[config.mk]
export PLATFORM = sky130hd
export DESIGN_NAME = fetch_unit
export DESIGN_NICKNAME = d
export VERILOG_FILES = /design/src/rtl/fetch_unit_pkg.sv /design/src/rtl/fetch_fifo.sv /design/src/rtl/fetch_unit.sv
export SDC_FILE = /design/constraint.sdc
export NUM_CORES = 1
export LEC_CHECK = 0
export ABC_AREA = 0
export ABC_CLOCK_PERIOD_IN_PS = 5240
export CORE_MARGIN = 5
export CORE_UTILIZATION = 47
export DETAILED_ROUTE_END_ITERATION = 16
export GPL_TIMING_DRIVEN = 0
export PLACE_DENSITY = 0.72
export SLEW_MARGIN = 5
export SYNTH_ARGS = -nofsm -noshare
export SYNTH_HDL_FRONTEND = slang
export SYNTH_SLANG_ARGS = --single-unit
[constraint.sdc]
create_clock -name clk -period 5.24 [get_ports clk]
set_input_delay 1.572 -clock clk [delete_from_list [all_inputs] [get_ports clk]]
set_output_delay 1.572 -clock clk [all_outputs]
set_load 0.01 [all_outputs]
[src/rtl/fetch_unit_pkg.sv]
// Shared CPU definitions for the instruction fetch path: FSM encoding,
// default reset vector and word-alignment helper.
package fetch_unit_pkg;

  typedef enum logic [1:0] {
    IDLE = 2'd0,
    WAIT = 2'd1,
    DROP = 2'd2
  } fetch_state_e;

  localparam logic [31:0] RESET_VECTOR_DEFAULT = 32'h0000_0000;
  localparam int unsigned FETCH_DEPTH_DEFAULT  = 2;

  function automatic logic [31:0] align_word(input logic [31:0] addr);
    return {addr[31:2], 2'b00};
  endfunction

endpackage

[src/rtl/fetch_fifo.sv]
// Instruction buffer holding {pc, instr} pairs. Flush empties it in one cycle;
// when empty the head output keeps showing the last valid head.
module fetch_fifo #(
  parameter int unsigned DEPTH      = 2,
  parameter logic [63:0] RESET_HEAD = '0
) (
  input  logic        clk,
  input  logic        reset,
  input  logic        flush,
  input  logic        push,
  input  logic [63:0] push_data,
  input  logic        pop,
  output logic        full,
  output logic        empty,
  output logic [63:0] head
);

  localparam int unsigned AW = (DEPTH > 1) ? $clog2(DEPTH) : 1;

  logic [63:0]   mem [DEPTH];
  logic [AW-1:0] rd_ptr;
  logic [AW-1:0] wr_ptr;
  logic [AW:0]   count;
  logic [63:0]   last;
  logic          do_push;
  logic          do_pop;

  assign full    = (count == (AW+1)'(DEPTH));
  assign empty   = (count == '0);
  assign do_push = push && !full;
  assign do_pop  = pop && !empty;
  assign head    = empty ? last : mem[rd_ptr];

  always_ff @(posedge clk) begin
    if (reset) begin
      rd_ptr <= '0;
      wr_ptr <= '0;
      count  <= '0;
      last   <= RESET_HEAD;
    end else begin
      if (!empty) last <= mem[rd_ptr];
      if (flush) begin
        rd_ptr <= '0;
        wr_ptr <= '0;
        count  <= '0;
      end else begin
        if (do_push) begin
          mem[wr_ptr] <= push_data;
          wr_ptr      <= wr_ptr + 1'b1;
        end
        if (do_pop) rd_ptr <= rd_ptr + 1'b1;
        case ({do_push, do_pop})
          2'b10:   count <= count + 1'b1;
          2'b01:   count <= count - 1'b1;
          default: count <= count;
        endcase
      end
    end
  end

endmodule

[src/rtl/fetch_unit.sv]
// Instruction fetch: single-outstanding memory request FSM, fetch PC with
// redirect handling, and a small decoupling buffer toward decode.
module fetch_unit
  import fetch_unit_pkg::*;
#(
  parameter logic [31:0] RESET_VECTOR = RESET_VECTOR_DEFAULT,
  parameter int unsigned DEPTH        = FETCH_DEPTH_DEFAULT
) (
  input  logic        clk,
  input  logic        reset,
  output logic        imem_req,
  output logic [31:0] imem_addr,
  input  logic        imem_ack,
  input  logic [31:0] imem_rdata,
  input  logic        PCSrc,
  input  logic [31:0] PCTarget,
  output logic        instr_valid,
  input  logic        instr_ready,
  output logic [31:0] Instr,
  output logic [31:0] PC,
  output logic [31:0] PCPlus8
);

  fetch_state_e state;
  fetch_state_e state_next;
  logic [31:0]  fetch_pc;
  logic [31:0]  req_addr;
  logic         fifo_full;
  logic         fifo_empty;
  logic         enq;
  logic         deq;
  logic [63:0]  head;

  always_ff @(posedge clk) begin
    if (reset) state <= IDLE;
    else       state <= state_next;
  end

  // A request issued from IDLE may be acked in the same cycle (zero-wait
  // memory); only an un-acked issue moves on to WAIT, or DROP if redirected.
  always_comb begin
    state_next = state;
    unique case (state)
      IDLE: if (!fifo_full && !imem_ack) state_next = PCSrc ? DROP : WAIT;
      WAIT: begin
        if (imem_ack)   state_next = IDLE;
        else if (PCSrc) state_next = DROP;
      end
      DROP: if (imem_ack) state_next = IDLE;
      default: state_next = IDLE;
    endcase
  end

  always_comb begin
    imem_req  = 1'b0;
    imem_addr = req_addr;
    enq       = 1'b0;
    unique case (state)
      IDLE: begin
        imem_req  = !fifo_full;
        imem_addr = fetch_pc;
        enq       = !fifo_full && imem_ack && !PCSrc;
      end
      WAIT: begin
        imem_req = 1'b1;
        enq      = imem_ack && !PCSrc;
      end
      DROP: imem_req = 1'b1;
      default: ;
    endcase
    if (reset) begin
      imem_req = 1'b0;
      enq      = 1'b0;
    end
  end

  // req_addr freezes the issued address so DROP keeps presenting it after
  // fetch_pc has already moved to the redirect target.
  always_ff @(posedge clk) begin
    if (reset) begin
      fetch_pc <= RESET_VECTOR;
      req_addr <= RESET_VECTOR;
    end else begin
      if (state == IDLE) req_addr <= fetch_pc;
      if (PCSrc)         fetch_pc <= align_word(PCTarget);
      else if (enq)      fetch_pc <= fetch_pc + 32'd4;
    end
  end

  assign deq = instr_valid && instr_ready && !PCSrc;

  fetch_fifo #(
    .DEPTH      (DEPTH),
    .RESET_HEAD ({RESET_VECTOR, 32'h0000_0000})
  ) u_fifo (
    .clk       (clk),
    .reset     (reset),
    .flush     (PCSrc),
    .push      (enq),
    .push_data ({imem_addr, imem_rdata}),
    .pop       (deq),
    .full      (fifo_full),
    .empty     (fifo_empty),
    .head      (head)
  );

  assign instr_valid = !fifo_empty;
  assign PC          = head[63:32];
  assign Instr       = head[31:0];
  assign PCPlus8     = PC + 32'd8;

endmodule
[Word level (Yosys, flattened, before mapping)]
Memories as Yosys holds them, arrays and structs flattened. A register that Yosys moved wholly into a read port is not among the register bits.
Index checks and enable logic that the tools add are counted.
Word-level totals
  register bits: 134
  latch bits: 0
  RAM bits: 128
  bits in read-only memories: 0
  bits of input ports: 69
  output and inout port bits: 130
  logic and storage cells: 63
  memories kept: 1
Cells by class
  add/subtract/negate cells: 6
  $mul: 0
  div/mod/pow operators: 0
  magnitude comparators: 0
  eq/ne operators: 8
  shift-type cells: 0
  muxes and demuxes: 21
  bitwise gates (word level): 0
  reductions and logical operators: 19
Memory list
  u_fifo.mem: words 2, width 64, rd ports 1, clocked after Yosys merged registers in 1, wr ports 1, line fetch_fifo.sv:20  | logic [63:0] mem [DEPTH];
Operator list (count)
  $mux 32: 3
  $mux 64: 1
  $add 32x3->32 const B: 1
  $add 32x4->32 const B: 1
  $mux 2: 5
  $logic_and 1x1->1: 8
  $mux 1: 8
  $eq 2x2->1 const B: 3
  $pmux 2 s3: 1
  $eq 2x1->1 const B: 2
  $logic_not 1->1: 4
  $logic_not 2->1: 2
  $ne 2x2->1 const B: 2
  $pmux 1 s2: 2
  $pmux 2 s2: 1
  $reduce_bool 2->1: 2
  $reduce_or 2->1: 2
  $ne 3x3->1 const B: 1
  $reduce_and 3->1: 1
  $add 1x1->1 const B: 2
  $add 2x1->2 const B: 1
  $sub 2x1->2 const B: 1

[Longest topological paths before layout]
Gate-level depths: netlist of run 1.
  depth in word-level cells: 11
  depth in mapped cells: 12

[Cells and area by module]
From an unflattened synthesis of run 1, not the netlist that was laid out.
Second synthesis, totals
  cells, all modules: 1004
  area, all modules: 11413.4 µm²
Modules (own cells, without submodules)
  fetch_fifo: times used 1, cells each 577, area each 7604.8 µm²
  fetch_unit: times used 1, cells each 427, area each 3808.7 µm²

[Worst setup path before layout of run 1]
OpenSTA, ideal clock, no wires.
  path kind: in2reg
  from: in reset
  to: mem u_fifo.mem[0][0], enable pin
  setup time: 0.486 ns
  arrival: 5.143 ns
  slack: -0.389 ns
  stages on the path: 5
  buffers on the path: 0
  cells stage by stage: inv_1 nand3_1 nor2_1 nand2_1 nor2_1
On the way
  longest elaborated chain between the ends: 6
RTL lines
  start: declaration: line fetch_unit.sv:10  | input logic reset,
  $mux 1: line fetch_unit.sv:71  | if (reset) begin
  $logic_and 1x1->1: line fetch_fifo.sv:30  | assign do_push = push && !full;
  $mux 1: line fetch_fifo.sv:47  | if (do_push) begin
  $mux 1: line fetch_fifo.sv:42  | if (flush) begin
  $mux 1 (*): line fetch_fifo.sv:35  | if (reset) begin
  $mux 1 (not written as such) (*): line fetch_fifo.sv:48  | mem[wr_ptr] <= push_data;
  end: declaration: line fetch_fifo.sv:20
Mark *: on every way between the ends. The rest lies on a longest branch, timed or not.

[Final worst setup path of run 1]
  from: reg u_fifo.count[1]
  to: out PCPlus8[26]
On the way
  longest elaborated chain between the ends: 3
RTL lines
  start: declaration: line fetch_fifo.sv:23  | logic [AW:0] count;
  start signal: assignment: line fetch_fifo.sv:53  | 2'b10: count <= count + 1'b1;
  start signal: assignment: line fetch_fifo.sv:54  | 2'b01: count <= count - 1'b1;
  start signal: assignment: line fetch_fifo.sv:55  | default: count <= count;
  $logic_not 2->1: line fetch_fifo.sv:29  | assign empty = (count == '0);
  $mux 64: line fetch_fifo.sv:32  | assign head = empty ? last : mem[rd_ptr];
  $add 32x4->32: line fetch_unit.sv:110  | assign PCPlus8 = PC + 32'd8;
  end: declaration: line fetch_unit.sv:21  | output logic [31:0] PCPlus8
Every way passes these cells.

==> flow_metrics.py, run 1 <==
metrics = {
    "status": {
        "status": "completed",
    },
    "sta": {
        "finalMaxSlewViolations": 0,
        "fin_skew_ns": 0.0102,
        "hold-worst-slack_ns": 0.503,
        "finalCritPeriodShare_pct": 96.8,
        "grt_setup_unrepaired": "yes",
        "slew_headroom_pct": 37.4,
        "worstMarginPinSlew_ns": 0.931,
        "tns_ns": 0,
        "max_freq_ghz": 0.197,
        "fin_ws_ns": 0.166,
        "setup_viol": 0,
        "hold_violations": 0,
        "period_minus_slack_ns": 5.07,
    },
    "power_and_ir_drop": {
        "pwr-share-seq_pct": 47.0,
        "vdd_drop_max_uv": 211,
        "p_leak_nw": 5.34,
        "share_comb_of_total_power_pct": 12.6,
        "p_clk_share_pct": 40.4,
        "internal_power_w": 0.00369,
        "power.density_nw_per_um2": 336,
        "swShare_pct": 23.5,
        "p_switching_w": 0.00114,
    },
    "clocking": {
        "cts_tree": "done",
        "insertion_delay_ns": 0.53,
        "cts-root-buf": "clkbuf_16",
        "clkTransAtPathRegs_ns": 0.07,
        "clock_sinks": 261,
        "cts_buffers": 27,
        "cts_max_level": 1,
        "clock_path_buffers": 3,
    },
    "cells_and_area": {
        "antenna-diode-count": 0,
        "fillers": 1818,
        "multi_input_area_um2": 4090,
        "instances_no_fill": 1486,
        "nets": 1228,
        "syn2layout_area_growth_pct": 31.3,
        "utilization_pct": 63.0,
        "seqCellArea_um2": 6510,
        "drive_above_1_share_pct": 12.5,
    },
    "yosys": {
        "syn_area_um2": 10900,
        "synth_cell_type_count": 52,
        "synth_area_leaders": "edfxtp_1 (35%), dfxtp_1 (24%), mux2i_1 (6.0%)",
        "synth-main-ff-cell": "dfxtp_1",
        "seq_area_frac_synth_pct": 59.5,
        "ys.warnings.count": 0,
        "synth_top_cell_by_area": "edfxtp_1",
        "synth_nets": 995,
        "synthArstFlopShare_pct": 0,
        "postSynthAreaPerCell_um2": 11.9,
        "synth_edf_count": 128,
        "synth_seq_cells": 261,
        "yosys.area.top_type_share_pct": 35.2,
        "synthCells": 919,
    },
    "critical_path": {
        "r2r_start": "u_fifo.count[0]",
        "crit_top_cell": "nor3_1",
        "worstReg2RegEnd": "u_fifo.mem[0][5]",
        "critical-path-max-stage-delay_ns": 0.57,
        "cp-end-kind": "primary output",
        "crit_fanout": 10,
        "required_ns": 3.67,
        "worstSetupStartpointType": "flop",
        "rrSetupSlack_ns": 2.66,
        "crit_type": "flop to primary output",
        "r2r_cells": 6,
        "arrival_ns": 3.50,
        "cp_slowest_cell": "clkdlybuf4s50_1",
        "path_cells": "buf_2 -> nor3_1 -> a21oi_2 -> nor4b_4 -> nand4b_4 -> nor3_1 -> xor2_1 -> clkdlybuf4s50_1",
    },
    "hold_path": {
        "hold_end": "state[0]",
        "hold_start": "state[0]",
        "hp-class": "flop to flop",
        "hold_depth": 2,
    },
    "detailed_routing": {
        "route.vias.total": 7636,
        "via_per_inst": 5.14,
        "totalWireLength_um": 27200,
        "drc": 0,
        "wl_per_cell_um": 18.3,
        "drt_iter0_drc": 498,
        "route.antenna.remaining_nets": 0,
        "dr.pass1.iters": 5,
    },
    "placed_design": {
        "port_buffers": 196,
        "dp_slack_ns": 0.0829,
        "dp_cells": 1431,
        "dp_hpwl_um": 19800,
        "gp_congestion": 0.898,
    },
    "job": {
        "drv_cap": 0,
    },
    "grt": {
        "overflow": 0,
        "grt_util_all_layers_pct": 20.2,
        "grt_max_degree": 36,
        "grt_pass1_wl_um": 42100,
        "antenna_found_initial": 0,
        "grt_pass1_vias": 7450,
    },
    "floorplanning": {
        "start_util_pct": 48.0,
        "ios": 199,
        "rows": 55,
        "die_area_um2": 26400,
        "chipHeight_um": 163,
        "fp.coreArea_um2": 22800,
        "die_w_um": 163,
    },
}
==> per-layer routing <==
metal / GRT usage [%] / wire length, um / part of all wire [%] / vias to the layer above
li1: - / - / - / 3702
met1: 29.1 / 12800 / 47 / 3648
met2: 32.7 / 12500 / 46 / 252
met3: 3.14 / 1670 / 6.1 / 34
met4: 3.61 / 358 / 1.3 / 0
met5: 0 / 0 / 0 / -
==> how the worst max path moves through the flow <==
stage,from,end,cells past startpoint,slack (ns)
floorplan,reset,u_fifo.mem[0][0],5,0.68
global placement,reset,u_fifo.mem[0][12],6,-1.37
detailed placement,flop,PCPlus8[27],13,0.08
CTS,flop,PCPlus8[19],14,-0.07
global route,flop,PCPlus8[25],14,-0.03
finish,u_fifo.count[1],PCPlus8[26],8,0.17
==> cell usage after synthesis (7+ instances only) <==
cell	n
nand2_1	73
ha_1	7
nor3_1	28
inv_1	32
nand4_1	14
a21oi_1	14
mux2i_1	65
dfxtp_1	133
nand3_1	18
a211oi_1	15
buf_2	9
and2_1	75
clkbuf_1	29
xor2_1	24
o21ai_0	44
xnor2_1	29
mux2_2	47
nor2_1	63
edfxtp_1	128
==> layout make-up <==
cell class                 instances  share of cell area [%]
timing repair buffer             204                    14.4
multi-input combinational        576                    28.5
tap                              313                    2.73
clock inverter                    18                    1.25
sequential                       261                    45.3
clock buffer                      32                    5.20
inverter                          33                   0.880
buffer                            49                    1.77
==> state kept, by name, summed over array words and instances (netlist names), named ones only <==
register       cells
state              2
u_fifo.rd_ptr      1
u_fifo.wr_ptr      1
u_fifo.count       2
req_addr          32
u_fifo.mem       128
u_fifo.last       64
fetch_pc          30
==> cell families after synthesis <==
kind of cell	synth area share, %
and+or+nand+nor	15.8
DFF	59.5
muxes	10.8
AOI/OAI and AO/OA	5.34
buffers and inverters	3.48
xor gates and xnor gates	4.25
adders and majority gates	0.801
==> cells in the final DEF (no fill, tap or decap), types with 15 or more instances in the layout <==
| cell type | instances |
|---|---|
| a211oi_1 | 15 |
| and2_1 | 75 |
| clkbuf_1 | 31 |
| clkbuf_16 | 29 |
| clkdlybuf4s50_1 | 185 |
| dfxtp_1 | 133 |
| edfxtp_1 | 128 |
| inv_1 | 32 |
| mux2_2 | 47 |
| mux2i_1 | 65 |
| nand2_1 | 73 |
| nand3_1 | 17 |
| nor2_1 | 62 |
| nor3_1 | 26 |
| o21ai_0 | 44 |
| xnor2_1 | 29 |
| xor2_1 | 24 |
==> timing repair <==
action	in CTS	in global routing
hold buffers	0	0
pin swaps	3	2
hold endpoints to repair	0	0
buffers inserted	4	1
endpoints found under the setup margin	9	7
resized for setup	11	7
==> stage by stage <==
stage	instance area (um2)	total power, W
4_1_cts	14300	0.00487
2_1_floorplan	10900	0.00261
5_1_grt	14400	0.00501
3_5_place_dp	13400	0.00292
6_report	14400	0.00483
3_3_place_gp	13300	0.00291
==> power by group through the flow <==
| stage | Combinational [W] | Clock (W) | Sequential (W) |
|---|---|---|---|
| 6_report | 0.000610 | 0.00195 | 0.00227 |
| 5_1_grt | 0.000658 | 0.00207 | 0.00228 |
| 4_1_cts | 0.000614 | 0.00199 | 0.00227 |
| 3_5_place_dp | 0.000607 | 0 | 0.00231 |
| 3_3_place_gp | 0.000596 | 0 | 0.00231 |
| 2_1_floorplan | 0.000312 | 0 | 0.00230 |
==> critical path, delay by kind of cell (launching register included) <==
kind / cells / cell delay (ns)
xor gates and xnor gates: 1 / 0.22
DFF: 1 / 0.39
AOI/OAI and AO/OA: 1 / 0.32
and+or+nand+nor: 4 / 1.21
buffers and inverters: 2 / 0.83
No activity file was read; power rests on OpenSTA's default activity.
==> inputs of run 2 (changes only) <==
--- a/config.mk
+++ b/config.mk
@@ -9,6 +9,7 @@
 export ABC_CLOCK_PERIOD_IN_PS = 5240
 export CORE_MARGIN = 5
 export CORE_UTILIZATION = 47
+export CTS_CLUSTER_SIZE = 24
 export DETAILED_ROUTE_END_ITERATION = 16
 export GPL_TIMING_DRIVEN = 0
 export PLACE_DENSITY = 0.72
==> results of run 2 <==
No change in the layout: final DEF, timing and power equal those of run 1.
